File: src/rtl/alu_issue_stage_pkg.sv
// Shared ALU encodings, aluop classes, skid FSM states and the aluoperation decoder
// for the execute-issue stage.
package alu_issue_stage_pkg;

   localparam logic [2:0] ALU_ADD = 3'b000;
   localparam logic [2:0] ALU_SUB = 3'b001;
   localparam logic [2:0] ALU_AND = 3'b010;
   localparam logic [2:0] ALU_OR  = 3'b011;
   localparam logic [2:0] ALU_ILL = 3'b100;
   localparam logic [2:0] ALU_SLT = 3'b101;

   localparam logic [1:0] ALUOP_MEM    = 2'b00;
   localparam logic [1:0] ALUOP_BRANCH = 2'b01;
   localparam logic [1:0] ALUOP_RTYPE  = 2'b10;
   localparam logic [1:0] ALUOP_ITYPE  = 2'b11;

   typedef enum logic [1:0] {
      ST_EMPTY = 2'd0,
      ST_ONE   = 2'd1,
      ST_TWO   = 2'd2
   } state_e;

   typedef struct packed {
      logic [2:0] op;
      logic       illegal;
   } dec_t;

   function automatic dec_t alu_decode(input logic [1:0] aluop,
                                       input logic [2:0] funct3,
                                       input logic       funct7_5);
      dec_t d;
      d.op      = ALU_ILL;
      d.illegal = 1'b1;
      case (aluop)
         ALUOP_MEM: begin
            d.op      = ALU_ADD;
            d.illegal = 1'b0;
         end
         ALUOP_BRANCH: begin
            d.op      = ALU_SUB;
            d.illegal = 1'b0;
         end
         ALUOP_RTYPE, ALUOP_ITYPE: begin
            d.illegal = 1'b0;
            case (funct3)
               // Immediate forms have no subtract, so bit 30 only matters for R-type.
               3'b000:  d.op = (aluop == ALUOP_RTYPE && funct7_5) ? ALU_SUB : ALU_ADD;
               3'b111:  d.op = ALU_AND;
               3'b110:  d.op = ALU_OR;
               3'b010:  d.op = ALU_SLT;
               default: begin
                  d.op      = ALU_ILL;
                  d.illegal = 1'b1;
               end
            endcase
         end
      endcase
      return d;
   endfunction

endpackage

File: src/rtl/alu_issue_stage_fwd_mux.sv
// Per-operand forwarding select: EX/MEM over MEM/WB over register file; x0 never forwarded.
module alu_issue_stage_fwd_mux #(
   parameter int XLEN  = 32,
   parameter int RADDR = 5
) (
   input  logic [RADDR-1:0] rs,
   input  logic [XLEN-1:0]  rf_data,
   input  logic             exm_regwrite,
   input  logic [RADDR-1:0] exm_rd,
   input  logic [XLEN-1:0]  exm_result,
   input  logic             wb_regwrite,
   input  logic [RADDR-1:0] wb_rd,
   input  logic [XLEN-1:0]  wb_result,
   output logic [XLEN-1:0]  data
);

   always_comb begin
      // NOTE: give every always_comb output a default first so no path infers a latch.
      data = rf_data;
      if (rs != '0) begin
         if (exm_regwrite && exm_rd == rs)     data = exm_result;
         else if (wb_regwrite && wb_rd == rs)  data = wb_result;
      end
   end

endmodule

File: src/rtl/alu_issue_stage.sv
// Execute-issue stage: forwards operands, decodes aluoperation and holds results in a
// 2-entry skid buffer (main + skid) feeding the ALU.
module alu_issue_stage
   import alu_issue_stage_pkg::*;
#(
   parameter int XLEN  = 32,
   parameter int RADDR = 5
) (
   input  logic             clk,
   input  logic             reset,
   input  logic             in_valid,
   output logic             in_ready,
   input  logic [1:0]       aluop,
   input  logic [2:0]       funct3,
   input  logic             funct7_5,
   input  logic             alusrc,
   input  logic [RADDR-1:0] rs1,
   input  logic [RADDR-1:0] rs2,
   input  logic [RADDR-1:0] rd,
   input  logic [XLEN-1:0]  rs1_data,
   input  logic [XLEN-1:0]  rs2_data,
   input  logic [XLEN-1:0]  imm,
   input  logic             regwrite,
   input  logic             exm_regwrite,
   input  logic [RADDR-1:0] exm_rd,
   input  logic [XLEN-1:0]  exm_result,
   input  logic             wb_regwrite,
   input  logic [RADDR-1:0] wb_rd,
   input  logic [XLEN-1:0]  wb_result,
   input  logic             flush,
   output logic             out_valid,
   input  logic             out_ready,
   output logic [XLEN-1:0]  a,
   output logic [XLEN-1:0]  b,
   output logic [2:0]       aluoperation,
   output logic [RADDR-1:0] out_rd,
   output logic             out_regwrite,
   output logic             illegal
);

   typedef struct packed {
      logic [XLEN-1:0]  a;
      logic [XLEN-1:0]  b;
      logic [2:0]       op;
      logic [RADDR-1:0] rd;
      logic             regwrite;
      logic             illegal;
   } entry_t;

   logic [XLEN-1:0] fwd_a, fwd_b;
   dec_t            dec;
   entry_t          incoming;

   alu_issue_stage_fwd_mux #(.XLEN(XLEN), .RADDR(RADDR)) u_fwd_a (
      .rs(rs1), .rf_data(rs1_data),
      .exm_regwrite(exm_regwrite), .exm_rd(exm_rd), .exm_result(exm_result),
      .wb_regwrite(wb_regwrite), .wb_rd(wb_rd), .wb_result(wb_result),
      .data(fwd_a)
   );

   alu_issue_stage_fwd_mux #(.XLEN(XLEN), .RADDR(RADDR)) u_fwd_b (
      .rs(rs2), .rf_data(rs2_data),
      .exm_regwrite(exm_regwrite), .exm_rd(exm_rd), .exm_result(exm_result),
      .wb_regwrite(wb_regwrite), .wb_rd(wb_rd), .wb_result(wb_result),
      .data(fwd_b)
   );

   assign dec = alu_decode(aluop, funct3, funct7_5);

   always_comb begin
      incoming.a        = fwd_a;
      incoming.b        = alusrc ? imm : fwd_b;
      incoming.op       = dec.op;
      incoming.rd       = rd;
      incoming.regwrite = regwrite & ~dec.illegal;
      incoming.illegal  = dec.illegal;
   end

   state_e state_q, state_d;
   entry_t main_q, main_d, skid_q, skid_d;
   logic   in_ready_q, in_ready_d, out_valid_q, out_valid_d;
   logic   accept, fire;

   assign accept = in_valid & in_ready_q & ~flush;
   assign fire   = out_valid_q & out_ready;

   always_comb begin
      state_d = state_q;
      main_d  = main_q;
      skid_d  = skid_q;
      if (flush) begin
         state_d = ST_EMPTY;
         main_d  = '0;
         skid_d  = '0;
      end else begin
         case (state_q)
            ST_EMPTY: if (accept) begin
               main_d  = incoming;
               state_d = ST_ONE;
            end
            ST_ONE: begin
               if (accept && fire) begin
                  main_d = incoming;
               end else if (accept) begin
                  skid_d  = incoming;
                  state_d = ST_TWO;
               end else if (fire) begin
                  state_d = ST_EMPTY;
               end
            end
            ST_TWO: if (fire) begin
               main_d  = skid_q;
               state_d = ST_ONE;
            end
            default: state_d = ST_EMPTY;
         endcase
      end
      in_ready_d  = (state_d != ST_TWO);
      out_valid_d = (state_d != ST_EMPTY);
   end

   // NOTE: the entry registers are reset too, since every output must read 0 out of reset.
   always_ff @(posedge clk or posedge reset) begin
      if (reset) begin
         state_q     <= ST_EMPTY;
         main_q      <= '0;
         skid_q      <= '0;
         in_ready_q  <= 1'b1;
         out_valid_q <= 1'b0;
      end else begin
         // NOTE: non-blocking assignments so every flop samples pre-edge values.
         state_q     <= state_d;
         main_q      <= main_d;
         skid_q      <= skid_d;
         in_ready_q  <= in_ready_d;
         out_valid_q <= out_valid_d;
      end
   end

   assign in_ready     = in_ready_q;
   assign out_valid    = out_valid_q;
   assign a            = main_q.a;
   assign b            = main_q.b;
   assign aluoperation = main_q.op;
   assign out_rd       = main_q.rd;
   assign out_regwrite = main_q.regwrite;
   assign illegal      = main_q.illegal;

endmodule

File: config.mk
export PLATFORM = sky130hd
export DESIGN_NAME = alu_issue_stage
export DESIGN_NICKNAME = d
export VERILOG_FILES = /design/src/rtl/alu_issue_stage_pkg.sv /design/src/rtl/alu_issue_stage_fwd_mux.sv /design/src/rtl/alu_issue_stage.sv
export SDC_FILE = /design/constraint.sdc
export NUM_CORES = 1
export LEC_CHECK = 0
export CORE_MARGIN = 4
export CORE_UTILIZATION = 44
export DETAILED_ROUTE_END_ITERATION = 10
export GPL_TIMING_DRIVEN = 0
export PLACE_DENSITY_LB_ADDON = 0.1
export SLEW_MARGIN = 40
export SYNTH_ARGS = -nofsm -noshare
export SYNTH_HDL_FRONTEND = slang
export SYNTH_SLANG_ARGS = --single-unit
File: constraint.sdc
create_clock -name clk -period 4.6 [get_ports clk]
set_input_delay 0.46 -clock clk [delete_from_list [all_inputs] [get_ports clk]]
set_output_delay 0.46 -clock clk [all_outputs]
set_load 0.005 [all_outputs]
==> metrics.md <==
| Metric | Value |
|---|---|
| Top cells by area, synth | dfrtp_1, a311oi_1, a311oi_2 |
| Worst Hold Class | input port to async pin |
| Die X | 158 um |
| Mapped cell area | 9880 um2 |
| # Post-CTS Setup Buffers | 0 |
| RSZ-0062 raised after global routing | false |
| Clock Skews | 0.0144 ns |
| Post-CTS sizing | 0 |
| Largest net degree at the start of global routing | 78 |
| Final Wtd Congestion | 0.923 |
| Hold WS | 0.526 ns |
| Met1 wire length | 16.1 mm |
| Antenna Nets Post-Route | 0 |
| Routed wire per std cell | 23.9 um |
| FP Rows | 54 |
| Drt drc | 0 |
| Critical path launch point | in_valid |
| Slew margin rel. | 0.460 |
| PortBufs | 272 |
| Seq/Total Area, Yosys | 0.385 |
| Critical Path Most Common Cell | nand2_1 |
| Post-route cell area | 13600 um2 |
| CTS Buf Count | 17 |
| Filler Cell Count | 1898 |
| Hold_buf cts | 0 |
| Outcome | complete, no violations |
| Flop2flop setup slack | 2.01 ns |
| Clock buffer depth | 2 |
| Final setup fails | 0 |
| Most common cell in the netlist | dfrtp_1 |
| Layout cells sized above 1 | 0.0716 |
| Leak Pwr | 4.91 nW |
| Reg2reg end | b[18] |
| Top FF cell, synth | dfrtp_1 |
| Post-synthesis cell count | 1133 |
| WL met2 | 19.2 mm |
| Worst setup path endpoint | b[18] |
| Max-capacitance violation count | 0 |
| DR pass1 iterations | 6 |
| Yosys top cell area share | 0.382 |
| Dpl cell area | 13000 um2 |
| Number of global-route vias before repair | 10900 |
| Worst-Margin Slew | 0.810 ns |
| Top layer in use | met5 |
| Setup crit end kind | flop |
| Slowest cell on the critical path | clkdlybuf4s50_1 |
| CTS Root Cell | clkbuf_16 |
| Multi-input gate area | 5380 um2 |
| Synthesized flop and latch total | 152 |
| Worst setup SP type | input port |
| Hold Fails Final Rpt | 0 |
| Vias | 11100 |
| CP max FO | 10 |
| Starting Density | 0.450 |
| CTS tree | yes |
| Reg-to-reg startpoint | in_ready |
| Mean post-synth cell area | 8.72 um2 |
| VDD IR-drop max | 0.000286 V |
| WL met3 | 4.47 mm |
| Reg2Reg Depth | 6 |
| DIE AREA | 24900 um2 |
| Clk sinks | 152 |
| Crit path DAT | 2.91 ns |
| DR iter-0 viols | 1267 |
| Vias per inst | 6.44 |
| Final Slew Violations | 0 |
| Core Region | 22000 um2 |
| Initial antenna violation count | 6 |
| Final min period | 2.60 ns |
| Hpwl dp | 30.8 mm |
| H-tree depth | 4 |
| GR Util All Layers | 0.324 |
| Critical path class | input port to flop |
| Remaining Overflow, GRT | 0 |
| Clk_lat worst skew | 0.44 ns |
| Ports | 276 |
| Top cells by instance count after synthesis | dfrtp_1, clkbuf_1, nor2_1 |
| Cell taking the most area after synthesis | dfrtp_1 |
| Max Fclk | 385 MHz |
| Reg area | 3800 um2 |
| Synth cell types | 47 |
| NumNets Final | 1626 |
| First-pass GRT wire length | 62.7 mm |
| Setup TNS | 0 ns |
| Clk slew on worst S/H paths | 0.07 ns |
| Syn. warnings | 0 |
| Pwr dens | 308 nW/um2 |
| Req. time, crit path | 4.92 ns |
| Async set-or-reset flop fraction in the synthesized netlist | 1.00 |
| EDFF count, synth | 0 |
| P&R area growth vs syn | 37.4% |
| Period utilization | 0.565 |
| Max incr delay on CP | 0.51 ns |
| Syn Nets | 1333 |
| DRT Wirelength | 41.1 mm |
| CP cell instances | clkdlybuf4s50_1, and3b_1, nand2_1, nand2_1, clkbuf_1, o21ai_0, a311oi_1 |
| DIE HEIGHT | 158 um |
## per-layer routing
metal  GRT usage  up-vias
met3      0.0670       97
met5           0        -
met1       0.441     5243
li1            -     4973
met2       0.516      747
met4       0.114       10
## worst min path at each step
stage	from	to	slack, ns	depth (start not counted)
final	reset	a[24]	0.53	3
after global routing	reset	skid_q[66]	0.56	3
after CTS	skid_q[1]	skid_q[1]	0.53	2
after detailed placement	skid_q[0]	skid_q[0]	0.51	2
after global placement	skid_q[0]	skid_q[0]	0.50	2
after floorplan	skid_q[0]	skid_q[0]	0.48	2
## report_power, final
group | internal, W | leakage [nW] | switching [W]
clock network | 0.000714 | 0.262 | 0.000665
logic | 0.000576 | 2.61 | 0.000658
registers | 0.00148 | 2.04 | 0.0000940
## registers in the layout (all words and copies together), names as in the netlist
name / cells
aluoperation: 3
out_valid: 1
in_ready: 1
out_rd: 5
state_q: 2
illegal: 1
a: 32
b: 32
skid_q: 74
out_regwrite: 1
## layout by cell type (no fill, tap or decap), drive strengths merged, types with 34 or more instances in the layout
cell / n
and2: 35
clkbuf: 117
buf: 37
o21ai: 35
a211oi: 35
a311oi: 104
a21boi: 35
inv: 44
a21oi: 78
nor2: 83
nand2: 38
nand3: 69
clkdlybuf4s50: 272
nor3: 34
dfrtp: 151
## worst max-delay path: cells and delay by family
family | cells | cell delay, ns
buffers and inverters | 2 | 0.99
and+or+nand+nor | 3 | 0.95
AOI/OAI and AO/OA | 2 | 0.51
## kinds of logic after synthesis
group / Yosys count / synth area share
buf+inv: 170 / 0.0704
compound gates: 452 / 0.348
flops: 152 / 0.385
simple gates: 339 / 0.178
xor+xnor: 20 / 0.0185
## metrics by stage
stage	instances	worst slack [ns]	utilization	total power, W
final	1720	2.00	0.618	0.00419
after global routing	1720	1.87	0.618	0.00436
after CTS	1719	2.08	0.618	0.00418
after detailed placement	1687	1.64	0.593	0.00281
after global placement	1685	-2.25	0.590	0.00279
after floorplan	1133	0.0486	-	0.00217
## final cells by class
| class | count | share of cell area |
|---|---|---|
| tap | 280 | 0.0258 |
| sequential | 152 | 0.280 |
| antenna | 1 | 0.000184 |
| timing repair buffer | 274 | 0.205 |
| inverter | 36 | 0.0105 |
| clock inverter | 14 | 0.00958 |
| buffer | 134 | 0.0414 |
| multi-input combinational | 811 | 0.396 |
| clock buffer | 18 | 0.0316 |
Power figures use the tool's default switching activity.
